$ cat src/rtl/operand_capture.sv
// Debounced button-triggered operand capture with valid/ready release.
// Optional capture counter output enabled by defining CAPTURE_COUNT_EN.
module operand_capture #(
   parameter int WIDTH           = 16,
   parameter int DEBOUNCE_CYCLES = 1000000
) (
   input  logic               CLK,
   input  logic               RST,
   input  logic [WIDTH-1:0]   SW_SYNC,
   input  logic               BTN_SYNC,
   input  logic               READY,
   output logic [WIDTH/2-1:0] OP_A,
   output logic [WIDTH/2-1:0] OP_B,
   output logic               VALID,
`ifdef CAPTURE_COUNT_EN
   output logic [7:0]         CAPT_CNT,
`endif
   output logic               BUSY
);

   localparam int HW = WIDTH / 2;
   localparam int CW = $clog2(DEBOUNCE_CYCLES);
   localparam logic [CW-1:0] CNT_MAX = CW'(DEBOUNCE_CYCLES - 1);

   typedef enum logic [1:0] {
      IDLE,
      DB_PRESS,
      CAPT_VALID,
      WAIT_REL
   } state_t;

   state_t          state_q, state_d;
   logic [CW-1:0]   cnt_q, cnt_d;
   logic [HW-1:0]   op_a_q, op_a_d;
   logic [HW-1:0]   op_b_q, op_b_d;
   logic            valid_q, valid_d;
   logic            busy_q, busy_d;
   logic            xfer;

   assign xfer  = valid_q && READY;
   assign OP_A  = op_a_q;
   assign OP_B  = op_b_q;
   assign VALID = valid_q;
   assign BUSY  = busy_q;

   // Next-state logic: debounce press, hold operands, debounce release
   always_comb begin
      state_d = state_q;
      cnt_d   = cnt_q;
      op_a_d  = op_a_q;
      op_b_d  = op_b_q;
      unique case (state_q)
         IDLE: begin
            if (BTN_SYNC) begin
               state_d = DB_PRESS;
               cnt_d   = '0;
            end
         end
         DB_PRESS: begin
            if (!BTN_SYNC) begin
               state_d = IDLE;
               cnt_d   = '0;
            end else if (cnt_q == CNT_MAX) begin
               state_d = CAPT_VALID;
               cnt_d   = '0;
               op_a_d  = SW_SYNC[WIDTH-1:HW];
               op_b_d  = SW_SYNC[HW-1:0];
            end else begin
               cnt_d = cnt_q + CW'(1);
            end
         end
         CAPT_VALID: begin
            if (xfer) begin
               state_d = WAIT_REL;
               cnt_d   = '0;
            end
         end
         WAIT_REL: begin
            if (BTN_SYNC) begin
               cnt_d = '0;
            end else if (cnt_q == CNT_MAX) begin
               state_d = IDLE;
               cnt_d   = '0;
            end else begin
               cnt_d = cnt_q + CW'(1);
            end
         end
         default: begin
            state_d = IDLE;
            cnt_d   = '0;
         end
      endcase
      valid_d = (state_d == CAPT_VALID);
      busy_d  = (state_d != IDLE);
   end

   // State, counter and registered outputs
   always_ff @(posedge CLK or negedge RST) begin
      if (!RST) begin
         state_q <= IDLE;
         cnt_q   <= '0;
         op_a_q  <= '0;
         op_b_q  <= '0;
         valid_q <= 1'b0;
         busy_q  <= 1'b0;
      end else begin
         state_q <= state_d;
         cnt_q   <= cnt_d;
         op_a_q  <= op_a_d;
         op_b_q  <= op_b_d;
         valid_q <= valid_d;
         busy_q  <= busy_d;
      end
   end

`ifdef CAPTURE_COUNT_EN
   logic [7:0] capt_cnt_q, capt_cnt_d;

   assign CAPT_CNT = capt_cnt_q;

   // Count completed transfers, wrapping at 8 bits
   always_comb begin
      capt_cnt_d = capt_cnt_q;
      if (xfer) capt_cnt_d = capt_cnt_q + 8'd1;
   end

   // Transfer counter register
   always_ff @(posedge CLK or negedge RST) begin
      if (!RST) capt_cnt_q <= '0;
      else      capt_cnt_q <= capt_cnt_d;
   end
`endif

endmodule

$ cat config.mk
export PLATFORM = sky130hd
export DESIGN_NAME = operand_capture
export DESIGN_NICKNAME = d
export VERILOG_FILES = /design/src/rtl/operand_capture.sv
export SDC_FILE = /design/constraint.sdc
export NUM_CORES = 1
export LEC_CHECK = 0
export ABC_AREA = 1
export CAP_MARGIN = 0
export CORE_MARGIN = 5
export CORE_UTILIZATION = 55
export CTS_CLUSTER_DIAMETER = 100
export CTS_CLUSTER_SIZE = 10
export DETAILED_ROUTE_END_ITERATION = 12
export DONT_BUFFER_PORTS = 1
export PLACE_DENSITY = 0.73
export RECOVER_POWER = 25
export SYNTH_ARGS = -nofsm -noshare
export SYNTH_HDL_FRONTEND = slang
export SYNTH_SLANG_ARGS = --single-unit
$ cat constraint.sdc
create_clock -name CLK -period 1.47 [get_ports CLK]
set_input_delay 0 -clock CLK [delete_from_list [all_inputs] [get_ports CLK]]
set_output_delay 0 -clock CLK [all_outputs]
set_load 0.05 [all_outputs]
==> impl_results.md, run 1 <==
* Area growth syn-to-layout at 34.0%
* Syn avg cell area at approximately 8.3 µm²
* Count of non-filler cells in the finished layout at 384
* P_sw at roughly 1.2 mW
* Critical Path Sink Type: flip-flop
* Final #Nets at about 350
* RSZ-0062 raised after global routing: yes
* Sequential cell area fraction in the yosys report at between 40% and 50%
* Outcome: complete, but fails checks
* CTS Hold Bufs at 18
* Crit-path max cell delay at about 0.43 ns
* Failing checks: hold timing, setup timing
* Largest net degree at the start of global routing at 41
* DR pass1 iterations at 4
* Antenna violations before repair at 0
* Ys async rst share at 100%
* Wire length per cell at 16.1 µm
* TritonCTS clock tree: built
* Synth top area share at 43.8%
* CTS max path bufs at 2
* Post-Route WL at 6.18 mm
* Clock Pin Slew Worst Setup and Hold Paths at roughly 0.080 ns
* Cell depth of the worst flop-to-flop path at 8
* Cell area after synthesis at roughly 2300 µm²
* Gate power share at around a third
* Critical Path Stages at 8
* Slew Limit Fails at 0
* Final Skew at ~0.0088 ns
* Gr usage total at a little over a fifth
* Rows at 23
* CP Cell Sequence: inv_2, nor2_4, nand2_4, nand3_4, nor3_4, nand3_1, nand2_1, nor2_2
* Ant. Diodes at 0
* Main synth FF type: dfrtp_1
* Drc violations at 0
* WP buf/inv at 1
* Die area at around 5500 µm²
* Detailed-placement wirelength estimate at around 3.7 mm
* CP Launch Type: flip-flop
* Root Driver: clkbuf_8
* Post-synth top cells: nand2_1 (65), dfrtp_1 (40), inv_1 (37), nor2_1 (19), nand3_1 (15)
* Die height at between 70 and 80 µm
* Overflow after GRT at 0
* Switch share at approximately two fifths
* Number of synthesized flops with an enable pin at 0
* Min Tclk post-route at 1.57 ns
* Mapped Cells at approximately 280
* IO buf count at 0
* WP data arrival at roughly 1.8 ns
* Fin Hold WS at -0.0856 ns
* Setup violators final at 7
* Hold Fails Final Rpt at 5
* Crit share post-route at 107%
* Vias post-DR at 2088
* # IOs at 38
* CP Class: reg -> reg
* 1st-iter DRT viols at 177
* Clock power share at between 20% and 30%
* Starting Density at between 50% and 60%
* Worst slew margin relative to its limit at a little over a third
* Post-synthesis cell type count at 31
* WHS Path Cells at 2
* Antenna viol nets, final at 0
* Post-layout util at about three quarters
* CP Max Fanout at 7
* CTS sink cnt at 40
* GP Congestion at 0.917
* Internal cell power at about 1.9 mW
* CTS HTree Levels at 2
* Largest cells by area after synthesis: dfrtp_1 (44%), nand2_1 (11%), inv_1 (6.1%)
* Post-DR vias/cell at 5.44
* CTS Buf Count at 5
* Clock Latency Late Sink at roughly 0.3 ns
* Worst-margin pin slew at between 0.9 and 1 ns
* FF+latch count, synth at 40
* Most common cell in the netlist: nand2_1
* Sequential share of power at 41.0%
* Vias in the first global route at between 2000 and 2500
* Layout cells sized above 1 at 40.7%
* Syn nets at 296
* VDD IR max at between 0.7 and 0.8 mV
* Total leakage power at 1.44 nW
* Max Cap Viol at 0
* Global-route wire length before repair at around 9 mm
* Slowest-stage cell, CP: dfrtp_1
* Synth warnings at 0
* Yosys top cell by area: dfrtp_1
* Die Width at ~74 µm
* Placed Instances at between 300 and 400
* CP delay by family, top: simple AND/OR/NAND/NOR gates
* Fmax at between 600 and 700 MHz
* Req. time, crit path at about 1.7 ns
* Power per cell area at between 1000 and 1500 nW/µm²
* Class of the worst hold path: in -> reg
* Setup WS post-layout at -0.102 ns
* Core area at around 4000 µm²
==> power by group through the flow <==
stage / clock, mW / sequential, mW / combinational (mW)
after floorplan: 0 / 1.31 / 0.535
after global placement: 0 / 1.29 / 0.694
after detailed placement: 0 / 1.29 / 0.705
after CTS: 0.798 / 1.27 / 0.808
after global routing: 0.837 / 1.27 / 1.10
final: 0.790 / 1.26 / 1.03
==> metrics by stage <==
| step | instance area [µm²] | worst slack, ns | power, mW | setup TNS, ns |
|---|---|---|---|---|
| 2_1_floorplan | 2290 | 0.00282 | 1.84 | 0 |
| 3_3_place_gp | 2510 | -0.0514 | 1.99 | -0.507 |
| 3_5_place_dp | 2510 | -0.0494 | 2.00 | -0.470 |
| 4_1_cts | 2830 | -0.00457 | 2.88 | -0.00457 |
| 5_1_grt | 3060 | -0.160 | 3.21 | -2.53 |
| 6_report | 3060 | -0.102 | 3.08 | -0.287 |
==> cell usage in the layout (no fill, tap or decap), drive strengths merged <==
| cell type | synthesis | layout |
|---|---|---|
| a21oi | 4 | 4 |
| a31o | 1 | 1 |
| buf | 4 | 36 |
| clkbuf | 0 | 7 |
| clkinv | 0 | 3 |
| dfrtp | 40 | 40 |
| dlygate4sd3 | 0 | 17 |
| ha | 1 | 1 |
| inv | 47 | 47 |
| nand2 | 71 | 71 |
| nand3 | 19 | 19 |
| nand3b | 1 | 1 |
| nand4 | 12 | 12 |
| nor2 | 36 | 36 |
| nor3 | 11 | 11 |
| nor4 | 1 | 1 |
| o21ai | 21 | 21 |
| o21bai | 1 | 1 |
| xnor2 | 2 | 2 |
| xor2 | 3 | 3 |
==> layout make-up <==
class                           instances  area [µm²]
Tap cell                               50        62.6
Clock buffer                            6        82.6
Sequential cell                        40        1000
Fill cell                             249         965
Timing Repair Buffer                   54         462
Timing Repair inverter                  1        16.3
Clock inverter                          2        13.8
Inverter                               47         194
Multi-Input combinational cell        184        1230
==> worst reg2reg max path, stage by stage (launching register included) <==
cell and delay, ns:
dfrtp_1 0.43, inv_2 0.14, nor2_4 0.05, nand2_4 0.08, nand3_4 0.10, nor3_4 0.32
nand3_1 0.16, nand2_1 0.13, nor2_2 0.04
==> what timing repair did <==
action / in CTS / in global routing
setup buffers: 3 / 8
gates cloned: 0 / 1
setup endpoints to repair: 23 / 39
hold endpoints to repair: 61 / 4
gates resized for setup: 5 / 49
pin swaps: 2 / 13
==> cell families (layout without fill, tap and decap cells) <==
family	after synthesis	in the layout	share of synthesized area (%)
XOR/XNOR	5	5	1.92
AO/OA/AOI/OAI	27	27	7.99
AND/OR/NAND/NOR	151	151	35.8
flip-flops	40	40	43.8
buffers and inverters	51	110	10.0
adder cells (fa/ha/maj)	1	1	0.547
==> registers in the layout, summed over array words and instances, names as in the netlist <==
name / count
OP_A: 8
cnt_q: 20
VALID: 1
OP_B: 8
BUSY: 1
state_q: 2
==> final timing paths <==
kind,from,to,slack (ns)
worst max-delay path,state_q[1],cnt_q[11],-0.10
worst min-delay path,BTN_SYNC,cnt_q[15],-0.09
worst max register to register,state_q[1],cnt_q[11],-0.10
worst min register to register,OP_B[0],OP_B[0],0.50
max in group asynchronous,RST,cnt_q[9],0.39
min in group asynchronous,RST,OP_B[5],0.41
==> metal layers <==
metal	track usage [%]	vias up	share of wire, %
li1	-	989	-
met1	24.3	973	37
met2	37.4	102	53
met3	5.41	24	6.5
met4	11.5	0	3.9
met5	0	-	0
Note: power is estimated with default switching activity, not from simulation.
==> inputs of run 2 (changes only) <==
--- a/config.mk
+++ b/config.mk
@@ -9,6 +9,7 @@
 export CAP_MARGIN = 0
 export CORE_MARGIN = 5
 export CORE_UTILIZATION = 55
+export CTS_BUF_LIST = sky130_fd_sc_hd__clkbuf_4
 export CTS_CLUSTER_DIAMETER = 100
 export CTS_CLUSTER_SIZE = 10
 export DETAILED_ROUTE_END_ITERATION = 12
==> impl_results.md, run 2 (synthesized netlist as in run 1, its figures left out) <==
* Outcome: complete, but fails checks
* Failing checks: hold timing, setup timing
* IO buf count at 0 (unchanged)
* CTS HTree Levels at 2 (unchanged)
* Antenna viol nets, final at 0 (unchanged)
* CP Class: reg -> reg
* Setup TNS at -0.157 ns (+0.130 ns)
* Commonest non-fill, non-tap cell in the layout: nand2_1
* Fin Hold WS at -0.159 ns (-0.0734 ns)
* Global-route wire length before repair at 8.91 mm (-1.1%)
* Fmax at 661 MHz (+3.9%)
* Min Tclk post-route at 1.51 ns (-0.0587 ns)
* Tot Pwr at 2.78 mW (-9.9%)
* CTS max path bufs at 2 (unchanged)
* CP Launch Type: flip-flop
* Power per cell area at 946 nW/µm² (-5.9%)
* Post-DR vias/cell at 5.18 (-4.7%)
* Finished layout cell area at 2940 µm² (-4.2%)
* Setup WS post-layout at -0.0429 ns (+0.0587 ns)
* Worst-margin pin slew at 0.962 ns (-0.0128 ns)
* # IOs at 38 (unchanged)
* Fillers at 270 (+8.4%)
* Starting Density at 56.8% (unchanged)
* Max Cap Viol at 0 (unchanged)
* Die Width at 74.5 µm (unchanged)
* VDD IR max at 0.659 mV (-12%)
* Largest register FFs at 20 (unchanged)
* Commonest non-fill, non-tap cells in the layout: nand2_1 (55), dfrtp_1 (38), inv_1 (36), buf_4 (31), nor2_2 (18)
* CP Cell Sequence: ha_2, nand2_2, inv_2, nand2_2, nor2_4, nand4_4, buf_12, nand2_1, o21ai_2
* Hold Fails Final Rpt at 7 (+2)
* WP data arrival at 1.77 ns (about the same)
* Largest net degree at the start of global routing at 41 (unchanged)
* DR pass1 iterations at 4 (unchanged)
* Total leakage power at 1.41 nW (-2.1%)
* Gr usage total at 21.3% (-0.24 points)
* Overflow after GRT at 0 (unchanged)
* Crit share post-route at 103% (-4.0 points)
* Crit-path max cell delay at 0.37 ns (-0.06 ns)
* Ant. Diodes at 0 (unchanged)
* Root Driver: clkbuf_4
* Placed cell area at 2510 µm² (unchanged)
* Critical Path Sink Type: flip-flop
* Req. time, crit path at 1.73 ns (+0.07 ns)
* Clock Latency Late Sink at 0.36 ns (+0.06 ns)
* GP Congestion at 0.917 (unchanged)
* 1st-iter DRT viols at 138 (-22%)
* Detailed-placement wirelength estimate at 3.65 mm (unchanged)
* Class of the worst hold path: in -> reg
* TritonCTS clock tree: built
* Rows at 23 (unchanged)
* Final Skew at 0.0142 ns (+0.00537 ns)
* Setup violators final at 9 (+2)
* Die area at 5550 µm² (unchanged)
* CTS Buf Count at 5 (unchanged)
* Most frequent CP cell: nand2_2
* Slowest-stage cell, CP: dfrtp_1
* Vias in the first global route at 1992 (-0.80%)
* Vias post-DR at 1974 (-5.5%)
* Wire length per cell at 14.3 µm (-11%)
* Antenna violations before repair at 0 (unchanged)
* Post-Route WL at 5.45 mm (-12%)
* Post-layout util at 72.9% (-3.2 points)
* Core area at 4030 µm² (unchanged)
* CTS sink cnt at 40 (unchanged)
* Final #Nets at 351 (-0.85%)
* Drc violations at 0 (unchanged)
* CTS Hold Bufs at 18 (unchanged)
* Biggest register: cnt_q
* Area growth syn-to-layout at 28.4%
* Slew Limit Fails at 0 (unchanged)
* Pre-CTS setup slack at -0.0494 ns (unchanged)
* Clock Pin Slew Worst Setup and Hold Paths at 0.13 ns (+0.05 ns)
* Die height at 74.5 µm (unchanged)
* CP Max Fanout at 32 (+25)
* Layout cells sized above 1 at 37.2% (-3.6 points)
* RSZ-0062 raised after global routing: yes
* Worst slew margin relative to its limit at 35.9% (+0.85 points)
run 2: changes by cell type in the layout (fill, tap and decap cells not counted), sizes merged:
cell,delta
clkbuf,-1
clkinv,+1
buf,-3
run 2: final timing paths:
check | startpoint | endpoint | slack, ns | cells past startpoint
hold reg to reg | OP_A[3] | OP_A[3] | 0.51 | 2
max in group asynchronous | RST | VALID | 0.50 | 2
hold / removal | BTN_SYNC | cnt_q[15] | -0.16 | 2
setup / recovery | cnt_q[1] | OP_A[7] | -0.04 | 9
setup reg to reg | cnt_q[1] | OP_A[7] | -0.04 | 9
min in group asynchronous | RST | cnt_q[2] | 0.33 | 2
run 2: final cells by class:
type                    count  area [µm²]  area share [%]
repair inverters            1        16.3           0.554
flip-flops and latches     40        1000            34.2
clock inverters             3        17.5           0.597
repair buffers             51         439            15.0
inverters                  47         196            6.69
clock buffers               5        37.5            1.28
multi-input cells         184        1160            39.6
well taps                  50        62.6            2.13
run 2: metrics by stage:
step                instances  hold WS (ns)
floorplan                 275        -0.296
global placement          346        -0.295
detailed placement        346        -0.294
CTS                       376        -0.182
global route              381        -0.174
finish                    381        -0.159
run 2: metal layers:
metal	share of wire (%)	track usage, %	vias to the layer above
li1	-	-	982
met1	40	23.8	914
met2	52	36.9	64
met3	4.9	5.81	14
met4	3.0	11.3	0
met5	0	0	-
run 2: worst max-delay path, delay by kind of cell, from the launching register on:
family          cells  cell delay, ns
simple gates        5            0.49
buf+inv             2            0.28
flops               1            0.37
compound gates      1            0.07
fa+ha+maj           1            0.18
run 2: report_power, final:
group / total (mW) / switching [mW] / leakage, nW / internal (mW)
clock network: 0.565 / 0.381 / 0.0330 / 0.185
logic: 0.938 / 0.630 / 0.830 / 0.308
registers: 1.28 / 0.106 / 0.550 / 1.17
run 2: repair_timing:
action,CTS,global route
endpoints found under the hold margin,63,7
gates cloned,1,0
setup buffers,3,5
pin swaps,4,20
endpoints found under the setup margin,27,38
gates resized for setup,7,32
==> inputs of run 3 (changes only) <==
--- a/config.mk
+++ b/config.mk
@@ -5,7 +5,7 @@
 export SDC_FILE = /design/constraint.sdc
 export NUM_CORES = 1
 export LEC_CHECK = 0
-export ABC_AREA = 1
+export ABC_AREA = 0
 export CAP_MARGIN = 0
 export CORE_MARGIN = 5
 export CORE_UTILIZATION = 55
@@ -14,7 +14,7 @@
 export CTS_CLUSTER_SIZE = 10
 export DETAILED_ROUTE_END_ITERATION = 12
 export DONT_BUFFER_PORTS = 1
-export PLACE_DENSITY = 0.73
+export PLACE_DENSITY = 0.7
 export RECOVER_POWER = 25
 export SYNTH_ARGS = -nofsm -noshare
 export SYNTH_HDL_FRONTEND = slang
==> impl_results.md, run 3 <==
* Gate power share at 15.8% (-18 points)
* Crit-path max cell delay at 0.53 ns (+0.16 ns)
* Vias in the first global route at 2172 (+9.0%)
* Largest register FFs at 20 (unchanged)
* CP Cell Sequence: nor2b_4, o31ai_4, buf_4, or4_1, a22oi_2
* Switch share at 28.4% (-12 points)
* Setup violators final at 40 (+31)
* VDD IR max at 0.651 mV (-1.2%)
* # IOs at 38 (unchanged)
* Overflow after GRT at 0 (unchanged)
* Ys async rst share at 100% (unchanged)
* Slew Limit Fails at 0 (unchanged)
* CP Max Fanout at 6 (-81%)
* Post-synth top cells: dfrtp_1 (40), nand2_1 (16), mux2_4 (10), nand3_1 (10), a22oi_1 (9)
* Crit share post-route at 125% (+22 points)
* Cell area after synthesis at 2070 µm² (-9.4%)
* IO buf count at 0 (unchanged)
* Drc violations at 0 (unchanged)
* RSZ-0062 raised after global routing: yes
* Worst slew margin relative to its limit at 30.9% (-4.9 points)
* Antenna viol nets, final at 0 (unchanged)
* Post-Route WL at 8.07 mm (+48%)
* CP delay by family, top: simple AND/OR/NAND/NOR gates
* Synth top area share at 48.3% (+4.5 points)
* Post-synthesis cell type count at 45 (+45%)
* Largest net degree at the start of global routing at 41 (unchanged)
* Rows at 22 (-4.3%)
* Setup WS post-layout at -0.370 ns (-0.328 ns)
* Ant. Diodes at 0 (unchanged)
* Total leakage power at 1.52 nW (+7.8%)
* CP Launch Type: flip-flop
* Hold Fails Final Rpt at 0 (-7)
* Sequential share of power at 49.8% (+3.9 points)
* Syn avg cell area at 11.3 µm² (+35%)
* Req. time, crit path at 1.76 ns (+0.03 ns)
* CTS Buf Count at 5 (unchanged)
* CTS max path bufs at 2 (unchanged)
* Antenna violations before repair at 0 (unchanged)
* Max Cap Viol at 0 (unchanged)
* Die height at 71.4 µm (-4.1%)
* Mapped Cells at 184 (-33%)
* P_sw at 0.655 mW (-41%)
* Wire length per cell at 24.2 µm (+69%)
* Failing checks: setup timing
* Worst-margin pin slew at 1.04 ns (+0.0741 ns)
* Starting Density at 56.6% (-0.14 points)
* Pre-CTS setup slack at -0.313 ns (-0.263 ns)
* Sequential cell area fraction in the yosys report at 48.3% (+4.5 points)
* Synth warnings at 0 (unchanged)
* Clock power share at 34.4% (+14 points)
* Commonest non-fill, non-tap cell in the layout: buf_4
* Hold wc startpoint: BTN_SYNC
* WP buf/inv at 1 (-1)
* Final #Nets at 306 (-13%)
* 1st-iter DRT viols at 214 (+55%)
* Number of synthesized flops with an enable pin at 0 (unchanged)
* DR pass1 iterations at 6 (+2)
* Clock Latency Late Sink at 0.39 ns (+0.03 ns)
* Worst setup path start: state_q[1]
* Die Width at 71.4 µm (-4.1%)
* Biggest register: cnt_q
* Power per cell area at 712 nW/µm² (-25%)
* Root Driver: clkbuf_4
* Largest cells by area after synthesis: dfrtp_1 (48%), mux2_4 (7.2%), mux2_2 (3.8%)
* Class of the worst hold path: in -> reg
* TritonCTS clock tree: built
* Main synth FF type: dfrtp_1
* CP Class: reg -> reg
* Reg2Reg Launch Point: state_q[1]
* Fillers at 163 (-40%)
* Vias post-DR at 2247 (+14%)
* GP Congestion at 0.842 (-8.2%)
* Die area at 5100 µm² (-8.1%)
* WP data arrival at 2.13 ns (+0.36 ns)
* Fmax at 543 MHz (-18%)
* Min Tclk post-route at 1.84 ns (+0.328 ns)
* Global-route wire length before repair at 10.9 mm (+22%)
* Syn nets at 205 (-31%)
* Layout cells sized above 1 at 48.6% (+11 points)
* Final Skew at 0.0362 ns (+0.0220 ns)
* FF+latch count, synth at 40 (unchanged)
* Yosys top cell by area: dfrtp_1
* Clock Pin Slew Worst Setup and Hold Paths at 0.17 ns (+0.04 ns)
* Setup TNS at -12.07 ns (-11.91 ns)
* Most common cell in the netlist: dfrtp_1
* Area growth syn-to-layout at 56.3%
* Core area at 3660 µm² (-9.1%)
* CTS sink cnt at 40 (unchanged)
* Outcome: complete, but fails checks
* CTS HTree Levels at 2 (unchanged)
* Internal cell power at 1.65 mW (-0.46%)
* Post-DR vias/cell at 6.73 (+30%)
* Gr usage total at 27.7% (+6.3 points)
* Slowest-stage cell, CP: or4_1
* Commonest non-fill, non-tap cells in the layout: buf_4 (69), dfrtp_1 (37), dlygate4sd3_1 (19), nand2_1 (16), mux2_4 (10)
* Detailed-placement wirelength estimate at 4.18 mm (+15%)
* Critical Path Sink Type: flip-flop
run 3: changes by cell type in the layout (fill, tap and decap cells not counted), moves of 10 or more:
cell | before | now
inv_1 | 36 | 2
nor2_1 | 14 | 1
mux2_4 | 0 | 10
nor2_2 | 18 | 0
o21ai_2 | 13 | 0
nand2_2 | 12 | 0
nand2_1 | 55 | 16
buf_4 | 31 | 69
run 3: area by class of cell:
type	count	area (µm²)	share of cell area, %
clock buffer	5	37.5	1.16
clock inverter	3	46.3	1.43
multi-input combinational	135	1200	37.1
timing repair buffer	101	883	27.3
inverter	2	7.51	0.232
sequential	40	1000	31.0
tap	48	60.1	1.85
run 3: per-stage QoR:
stage	power [mW]	utilization, %	cell area [µm²]	hold slack (ns)	std cells
after global placement	1.36	72.3	2650	-0.294	290
after floorplan	1.27	-	2140	-0.296	184
after global routing	2.39	88.5	3240	0.100	334
final	2.31	88.5	3240	0.105	334
after detailed placement	1.38	72.3	2650	-0.295	290
after CTS	2.25	84.8	3110	0.0412	326
run 3: power by group through the flow:
stage	Clock (mW)	Combinational (mW)	Sequential (mW)
2_1_floorplan	0	0.0966	1.17
3_3_place_gp	0	0.203	1.16
3_5_place_dp	0	0.213	1.16
4_1_cts	0.780	0.322	1.15
5_1_grt	0.861	0.381	1.15
6_report	0.795	0.364	1.15
run 3: path summary, 6_finish.rpt:
check	to	depth (start not counted)	slack [ns]
setup / recovery	cnt_q[18]	5	-0.37
hold / removal	cnt_q[9]	4	0.11
setup reg to reg	cnt_q[18]	5	-0.37
hold reg to reg	OP_B[0]	1	0.53
max in group asynchronous	cnt_q[2]	2	0.43
min in group asynchronous	OP_B[3]	2	0.33
run 3: worst register-to-register path: cells and delay by family (launching register included):
kind,cells,cell delay (ns)
DFF,1,0.49
AOI/OAI and AO/OA,2,0.33
and+or+nand+nor,2,0.73
buffers and inverters,1,0.19
run 3: logic make-up after synthesis:
family                   after synthesis  share of synthesized area [%]
AO/OA/AOI/OAI                         42                           14.8
XOR/XNOR                               2                          0.845
adder cells (fa/ha/maj)                1                          0.603
buffers and inverters                  9                           2.23
flip-flops                            40                           48.3
multiplexers                          18                           11.5
AND/OR/NAND/NOR                       72                           21.7
run 3: timing repair:
item | 4_1_cts | 5_1_grt
resized for setup | 21 | 16
setup buffers | 8 | 9
pin swaps | 8 | 15
hold endpoints to repair | 60 | 0
setup endpoints to repair | 40 | 40
hold buffers | 20 | 0
run 3: routing by layer:
| layer | vias up | track usage, % | share of wire (%) |
|---|---|---|---|
| met5 | - | 0 | 0 |
| met4 | 0 | 13.4 | 8.2 |
| met3 | 70 | 6.59 | 7.0 |
| met2 | 168 | 47.7 | 49 |
| met1 | 1094 | 32.2 | 36 |
| li1 | 915 | - | - |
